File: config.mk
export PLATFORM = sky130hd
export DESIGN_NAME = vga_key_char_feeder
export DESIGN_NICKNAME = d
export VERILOG_FILES = /design/src/rtl/vga_key_char_feeder.sv
export SDC_FILE = /design/constraint.sdc
export NUM_CORES = 1
export LEC_CHECK = 0
export ABC_AREA = 1
export CAP_MARGIN = 20
export CORE_MARGIN = 2
export CORE_UTILIZATION = 31
export DETAILED_ROUTE_END_ITERATION = 6
export GPL_TIMING_DRIVEN = 0
export PLACE_DENSITY = 0.49
export SYNTH_ARGS = -nofsm -noshare
export SYNTH_HDL_FRONTEND = slang
export SYNTH_SLANG_ARGS = --single-unit
export TNS_END_PERCENT = 10
File: constraint.sdc
create_clock -name iCLK -period 7.1 [get_ports iCLK]
set_input_delay 1.775 -clock iCLK [delete_from_list [all_inputs] [get_ports iCLK]]
set_output_delay 1.775 -clock iCLK [all_outputs]
set_load 0.005 [all_outputs]
File: src/rtl/vga_key_char_feeder.sv
// ---------------------------------------------------------------------------
// VgaKeyCharFeeder (module vga_key_char_feeder)
//
// Upstream feeder for the VGA text controller. A raw active-low pushbutton is
// synchronised and debounced. Each debounced press captures the switch
// character into a small first-word-fall-through FIFO. The FIFO head is
// offered to the controller over a valid/ready handshake, so presses made
// while the controller is busy are buffered rather than lost.
//
// Parameters
//   DATA_W    character width in bits
//   DEPTH     FIFO entries (any value >= 1, not restricted to powers of two)
//   DEB_BITS  debounce counter width; a new key level must stay stable for
//             2**DEB_BITS cycles before it is accepted
//
// Ports
//   iCLK    in   system clock (VGA pixel clock domain)
//   iRST_n  in   asynchronous active-low reset
//   iKEY_n  in   raw pushbutton, active low, asynchronous to iCLK
//   iCHAR   in   switch character, sampled on the debounced press edge
//   oCHAR   out  FIFO head character (meaningful while oVALID=1)
//   oVALID  out  FIFO non-empty
//   iREADY  in   consumer takes oCHAR this cycle
//   oFULL   out  FIFO holds DEPTH entries
//   oEMPTY  out  FIFO holds no entries
//   oCOUNT  out  current occupancy
//   oDROP   out  one-cycle pulse: a press was lost because the FIFO was full
// ---------------------------------------------------------------------------
module vga_key_char_feeder #(
    parameter int DATA_W   = 8,
    parameter int DEPTH    = 6,
    parameter int DEB_BITS = 15
) (
    input  logic                         iCLK,
    input  logic                         iRST_n,
    input  logic                         iKEY_n,
    input  logic [DATA_W-1:0]            iCHAR,
    output logic [DATA_W-1:0]            oCHAR,
    output logic                         oVALID,
    input  logic                         iREADY,
    output logic                         oFULL,
    output logic                         oEMPTY,
    output logic [$clog2(DEPTH+1)-1:0]   oCOUNT,
    output logic                         oDROP
);

    localparam int CNT_W = $clog2(DEPTH + 1);
    // A one-entry FIFO still needs a one-bit pointer to keep widths legal.
    localparam int PTR_W = (DEPTH > 1) ? $clog2(DEPTH) : 1;

    localparam logic [DEB_BITS-1:0] DEB_MAX  = '1;
    localparam logic [PTR_W-1:0]    PTR_LAST = PTR_W'(DEPTH - 1);
    localparam logic [CNT_W-1:0]    CNT_FULL = CNT_W'(DEPTH);

    // ------------------------------------------------------------------
    // Key path state
    // ------------------------------------------------------------------
    logic                sync1_q;
    logic                sync2_q;
    logic                deb_q;
    logic                deb_d;
    logic [DEB_BITS-1:0] debCnt_q;
    logic [DEB_BITS-1:0] debCnt_d;
    logic                pushReq;

    // ------------------------------------------------------------------
    // FIFO state
    // ------------------------------------------------------------------
    logic [DATA_W-1:0]   mem_q [DEPTH];
    logic [PTR_W-1:0]    wrPtr_q;
    logic [PTR_W-1:0]    wrPtr_d;
    logic [PTR_W-1:0]    rdPtr_q;
    logic [PTR_W-1:0]    rdPtr_d;
    logic [CNT_W-1:0]    count_q;
    logic [CNT_W-1:0]    count_d;
    logic                full_q;
    logic                full_d;
    logic                empty_q;
    logic                empty_d;
    logic                drop_q;
    logic                drop_d;
    logic                pop;
    logic                push;

    // ------------------------------------------------------------------
    // Two-flop synchroniser for the asynchronous key. Both flops reset to
    // the released level so reset release never looks like a press.
    // ------------------------------------------------------------------
    always_ff @(posedge iCLK or negedge iRST_n) begin
        if (!iRST_n) begin
            sync1_q <= 1'b1;
            sync2_q <= 1'b1;
        end else begin
            sync1_q <= iKEY_n;
            sync2_q <= sync1_q;
        end
    end

    // ------------------------------------------------------------------
    // Debounce: the counter runs only while the synchronised level differs
    // from the accepted level, and any return to the accepted level restarts
    // it. When it saturates the new level is accepted. Only the 1->0
    // transition (a press) raises pushReq, in the same cycle deb flips.
    // ------------------------------------------------------------------
    always_comb begin
        deb_d    = deb_q;
        debCnt_d = debCnt_q;
        pushReq  = 1'b0;
        if (sync2_q == deb_q) begin
            debCnt_d = '0;
        end else if (debCnt_q != DEB_MAX) begin
            debCnt_d = debCnt_q + DEB_BITS'(1);
        end else begin
            deb_d    = sync2_q;
            debCnt_d = '0;
            pushReq  = deb_q;
        end
    end

    always_ff @(posedge iCLK or negedge iRST_n) begin
        if (!iRST_n) begin
            deb_q    <= 1'b1;
            debCnt_q <= '0;
        end else begin
            deb_q    <= deb_d;
            debCnt_q <= debCnt_d;
        end
    end

    // ------------------------------------------------------------------
    // FIFO control. A pop frees a slot in the same cycle, so a press that
    // arrives while full is still accepted when the consumer is popping.
    // Occupancy and the full/empty flags are all derived from the same
    // next count so they can never disagree.
    // ------------------------------------------------------------------
    always_comb begin
        pop     = ~empty_q & iREADY;
        push    = pushReq & (~full_q | pop);
        drop_d  = pushReq & full_q & ~pop;
        wrPtr_d = wrPtr_q;
        rdPtr_d = rdPtr_q;
        count_d = count_q;

        if (push) begin
            wrPtr_d = (wrPtr_q == PTR_LAST) ? '0 : wrPtr_q + PTR_W'(1);
        end
        if (pop) begin
            rdPtr_d = (rdPtr_q == PTR_LAST) ? '0 : rdPtr_q + PTR_W'(1);
        end

        case ({push, pop})
            2'b10:   count_d = count_q + CNT_W'(1);
            2'b01:   count_d = count_q - CNT_W'(1);
            default: count_d = count_q;
        endcase

        full_d  = (count_d == CNT_FULL);
        empty_d = (count_d == '0);
    end

    // ------------------------------------------------------------------
    // FIFO registers. Storage is cleared on reset so oCHAR reads zero
    // straight out of reset and no stale character survives a reset.
    // ------------------------------------------------------------------
    always_ff @(posedge iCLK or negedge iRST_n) begin
        if (!iRST_n) begin
            for (int i = 0; i < DEPTH; i++) begin
                mem_q[i] <= '0;
            end
            wrPtr_q <= '0;
            rdPtr_q <= '0;
            count_q <= '0;
            full_q  <= 1'b0;
            empty_q <= 1'b1;
            drop_q  <= 1'b0;
        end else begin
            if (push) begin
                mem_q[wrPtr_q] <= iCHAR;
            end
            wrPtr_q <= wrPtr_d;
            rdPtr_q <= rdPtr_d;
            count_q <= count_d;
            full_q  <= full_d;
            empty_q <= empty_d;
            drop_q  <= drop_d;
        end
    end

    // ------------------------------------------------------------------
    // Outputs: first-word fall-through, the head is always visible.
    // ------------------------------------------------------------------
    assign oCHAR  = mem_q[rdPtr_q];
    assign oVALID = ~empty_q;
    assign oFULL  = full_q;
    assign oEMPTY = empty_q;
    assign oCOUNT = count_q;
    assign oDROP  = drop_q;

endmodule
==> results of run 1 <==
-- worst reg2reg max path: cells and delay by family (launching register included) --
kind / cells / cell delay, ns
flops: 1 / 0.52
buf+inv: 3 / 0.36
fa+ha+maj: 2 / 0.56
simple gates: 7 / 1.01
xor+xnor: 1 / 0.16
-- metal layers --
metal / GRT usage, % / up-vias
li1: - / 1673
met1: 23.7 / 1623
met2: 26.0 / 59
met3: 3.29 / 6
met4: 6.25 / 0
met5: 0 / -
-- sequential cells by signal, summed over array words and instances (netlist names) --
signal and count:
oFULL 1, debCnt_q 15, oEMPTY 1, rdPtr_q 3, deb_q 1, sync1_q 1
oCOUNT 3, wrPtr_q 3, mem_q 48, oDROP 1, sync2_q 1
-- where the power goes --
part,switching (mW),internal (mW),total [mW]
registers,0.00114,0.447,0.448
clock network,0.186,0.291,0.477
logic,0.0189,0.00911,0.0280
total,0.206,0.747,0.953
-- kinds of logic after synthesis --
family	after synthesis	synth area share, %
buffers and inverters	52	5.94
xor gates and xnor gates	6	1.31
and+or+nand+nor	295	37.4
adders and majority gates	3	1.12
AOI/OAI and AO/OA	44	5.60
DFF	78	48.7
-- through the flow --
stage	setup slack (ns)	instance area (µm²)	cells	total power, mW	hold slack (ns)
after detailed placement	2.79	4520	677	0.485	0.348
final	2.76	4830	693	0.953	0.356
after CTS	2.70	4830	693	0.972	0.357
after global routing	2.52	4830	693	0.993	0.357
after global placement	1.31	4500	676	0.483	0.347
after floorplan	3.48	4020	478	0.461	0.345
-- how the worst max path moves through the flow --
stage | start | endpoint | slack (ns) | cells after the start
2_1_floorplan | iREADY | oFULL | 3.48 | 12
3_3_place_gp | iRST_n | mem_q[14] | 1.31 | 1
3_5_place_dp | iREADY | oFULL | 2.79 | 13
4_1_cts | rdPtr_q[0] | oCHAR[1] | 2.70 | 8
5_1_grt | rdPtr_q[1] | oCHAR[4] | 2.52 | 7
6_report | rdPtr_q[0] | oCHAR[1] | 2.76 | 8
-- synth_stat cells (6+ instances only) --
cell and count:
sky130_fd_sc_hd__dfrtp_1 74, sky130_fd_sc_hd__nand2_1 166, sky130_fd_sc_hd__nand3_1 13, sky130_fd_sc_hd__nand4_1 50
sky130_fd_sc_hd__clkbuf_1 6, sky130_fd_sc_hd__nor2_1 34, sky130_fd_sc_hd__a21oi_1 14, sky130_fd_sc_hd__inv_1 28
sky130_fd_sc_hd__o21ai_0 28, sky130_fd_sc_hd__nand4_4 6, sky130_fd_sc_hd__buf_2 8
-- area by class of cell --
type / count / area, µm²
repair buffers: 27 / 285
clock inverters: 5 / 57.6
inverters: 32 / 120
fillers: 1323 / 7790
clock buffers: 11 / 253
well taps: 172 / 215
flip-flops and latches: 78 / 1960
multi-input cells: 348 / 1830
plain buffers: 20 / 119
==> summary.md, run 1 <==
| Metric | Value |
|---|---|
| Worst path max stage delay | 0.57 ns |
| VDD IR max | 0.000109 V |
| Routability cong. | 0.797 |
| Sum of negative setup slack | 0 ns |
| Die W | 118 µm |
| Port-buffer cells | 26 |
| Total wire length | 10900 µm |
| Number of buffers inserted during clock tree synthesis | 9 |
| Length of routed met3 wiring | 438 µm |
| Maximum number of pins on one net before global-route repair | 66 |
| Routed length on met1 | 5220 µm |
| Via count of the first global-routing pass | 3337 |
| Capture instance of the worst register-to-register path | oFULL |
| Static Leakage | 2.27 nW |
| Critical Setup Path Class | reg -> out |
| Worst hold path cell count | 0 |
| Seq/Total Area, Yosys | 48.7% |
| Cts-stage hold buffer count | 0 |
| Y dimension of the die | 118 µm |
| Depth of the CTS H-tree | 3 |
| Share of cells above drive strength 1 | 12.5% |
| DIE AREA | 0.0139 mm² |
| Cells traversed along the worst timing path | buf_2 > inv_2 > clkbuf_1 > nand3_1 > nand2_1 > o21ai_0 > o21ai_0 > clkdlybuf4s50_1 |
| Startpoint class of the critical path | flop |
| Type of element capturing the critical path | output pin |
| Count of inserted antenna diode cells | 0 |
| Areal power density over the cells | 197 mW/mm² |
| Post CTS Setup Buffer Count | 0 |
| Iteration-0 DRC count of the detailed router | 270 |
| Number of buffers and inverters on the critical path | 4 |
| Fraction of synthesized cell area taken by the top area cell type | 46.0% |
| Setup violation total in the final timing report | 0 |
| 1st-pass router iterations | 4 |
| Most frequent standard cell in the layout excluding fill and tap cells | sky130_fd_sc_hd__nand2_1 |
| Final nets | 531 |
| Highest routed layer | met4 |
| Run status | finished, final reports clean |
| Final worst clock skew | 0.00727 ns |
| Fin crit period | 4.34 ns |
| Wire length of the first global-routing pass | 18500 µm |
| Max-slew headroom | 44.9% |
| Clock transition at the registers of the reported paths | 0.05 ns |
| Post-CTS resize count | 0 |
| Global route overflow | 0 |
| Number of clock sinks seen by CTS | 78 |
| Most prevalent standard cell on the critical path | sky130_fd_sc_hd__o21ai_0 |
| Hold-critical path endpoint | sync2_q |
| Number of enable flip-flop cells after synthesis | 0 |
| Initial cell density of the core | 31.9% |
| Routed wire per std cell | 15.7 µm |
| Maximum net fanout on the critical path | 10 |
| Cell type with the highest aggregate area in the netlist | sky130_fd_sc_hd__dfrtp_1 |
| Drt drc | 0 |
| Origin of the worst min-delay path | sync1_q |
| Cell Area, Synth | 0.00402 mm² |
| DRT antenna net count | 0 |
| Leading cell types in the layout, fill and taps excluded | 166 x sky130_fd_sc_hd__nand2_1, 74 x sky130_fd_sc_hd__dfrtp_1, 50 x sky130_fd_sc_hd__nand4_1 |
| Later-pin clock latency in the skew report | 0.34 ns |
| Cell chosen for the clock root | sky130_fd_sc_hd__clkbuf_16 |
| Warning count from the yosys run | 0 |
| Family with the most delay on the worst path | buffers and inverters |
| TritonCTS clock tree | built |
| Post-synthesis net count | 493 |
| Top-Level Pins | 27 |
| Worst reg-to-reg path cell count | 13 |
| Total number of placement rows | 41 |
| Peak Freq | 231 MHz |
| Count of distinct cell types in the synthesized netlist | 33 |
| Number of instances in the synthesized netlist | 478 |
| Max cap viols | 0 |
| GRT Overall Usage | 17.0% |
| Core Footprint | 0.0126 mm² |
| Maximum count of clock buffers along a single path | 2 |
| Primary FF master, synth | sky130_fd_sc_hd__dfrtp_1 |
| DR WL met2 | 5110 µm |
| Mean post-synth cell area | 8.41 µm² |
| Final hold vios | 0 |
| DPL Wire Length | 7640 µm |
| Class of the tightest hold or removal check | reg -> reg |
| Synth top area cells | sky130_fd_sc_hd__dfrtp_1 46%, sky130_fd_sc_hd__nand2_1 15%, sky130_fd_sc_hd__nand4_1 7.8% |
| Signal arrival time at the worst endpoint | 2.56 ns |
| Total of flip-flops plus latches after synthesis | 78 |
| Total number of vias | 3361 |
| Finished Core Util | 38.3% |
| Required time reported for the critical path endpoint | 5.33 ns |
| Transition time at the pin with the least slew margin | 0.822 ns |
| Post-detailed-route via-to-cell ratio | 4.85 |
| Slack of the worst reg-to-reg path | 4.42 ns |
| Cell with the biggest individual delay on the critical path | sky130_fd_sc_hd__clkdlybuf4s50_1 |
| Area Growth Syn to Fin | 20.2% |
| Origin of the critical flop-to-flop path | oEMPTY |
| Number of pins exceeding their max-slew limit in the final report | 0 |
| Initial antenna violation count | 0 |
| Async set-reset flop share out of synthesis | 100% |
| Unrepaired setup endpoints after global routing | false |
| Post-route clock period utilization | 61.1% |
No activity file was read; power rests on OpenSTA's default activity.
==> run 2, diff against run 1 <==
clock period = 4 ns   (was 7.1 ns; I/O delays follow)
==> results of run 2 <==
Same layout as run 1 (identical final DEF). Status: finished, final reports clean.
Among the figures that moved: setup slack after placement 2.79 ns -> 0.461 ns; setup slack after layout 2.76 ns -> 0.437 ns; register-to-register setup slack 4.42 ns -> 1.32 ns; total power 0.953 mW -> 1.69 mW; worst IR drop on VDD 0.000109 V -> 0.000193 V
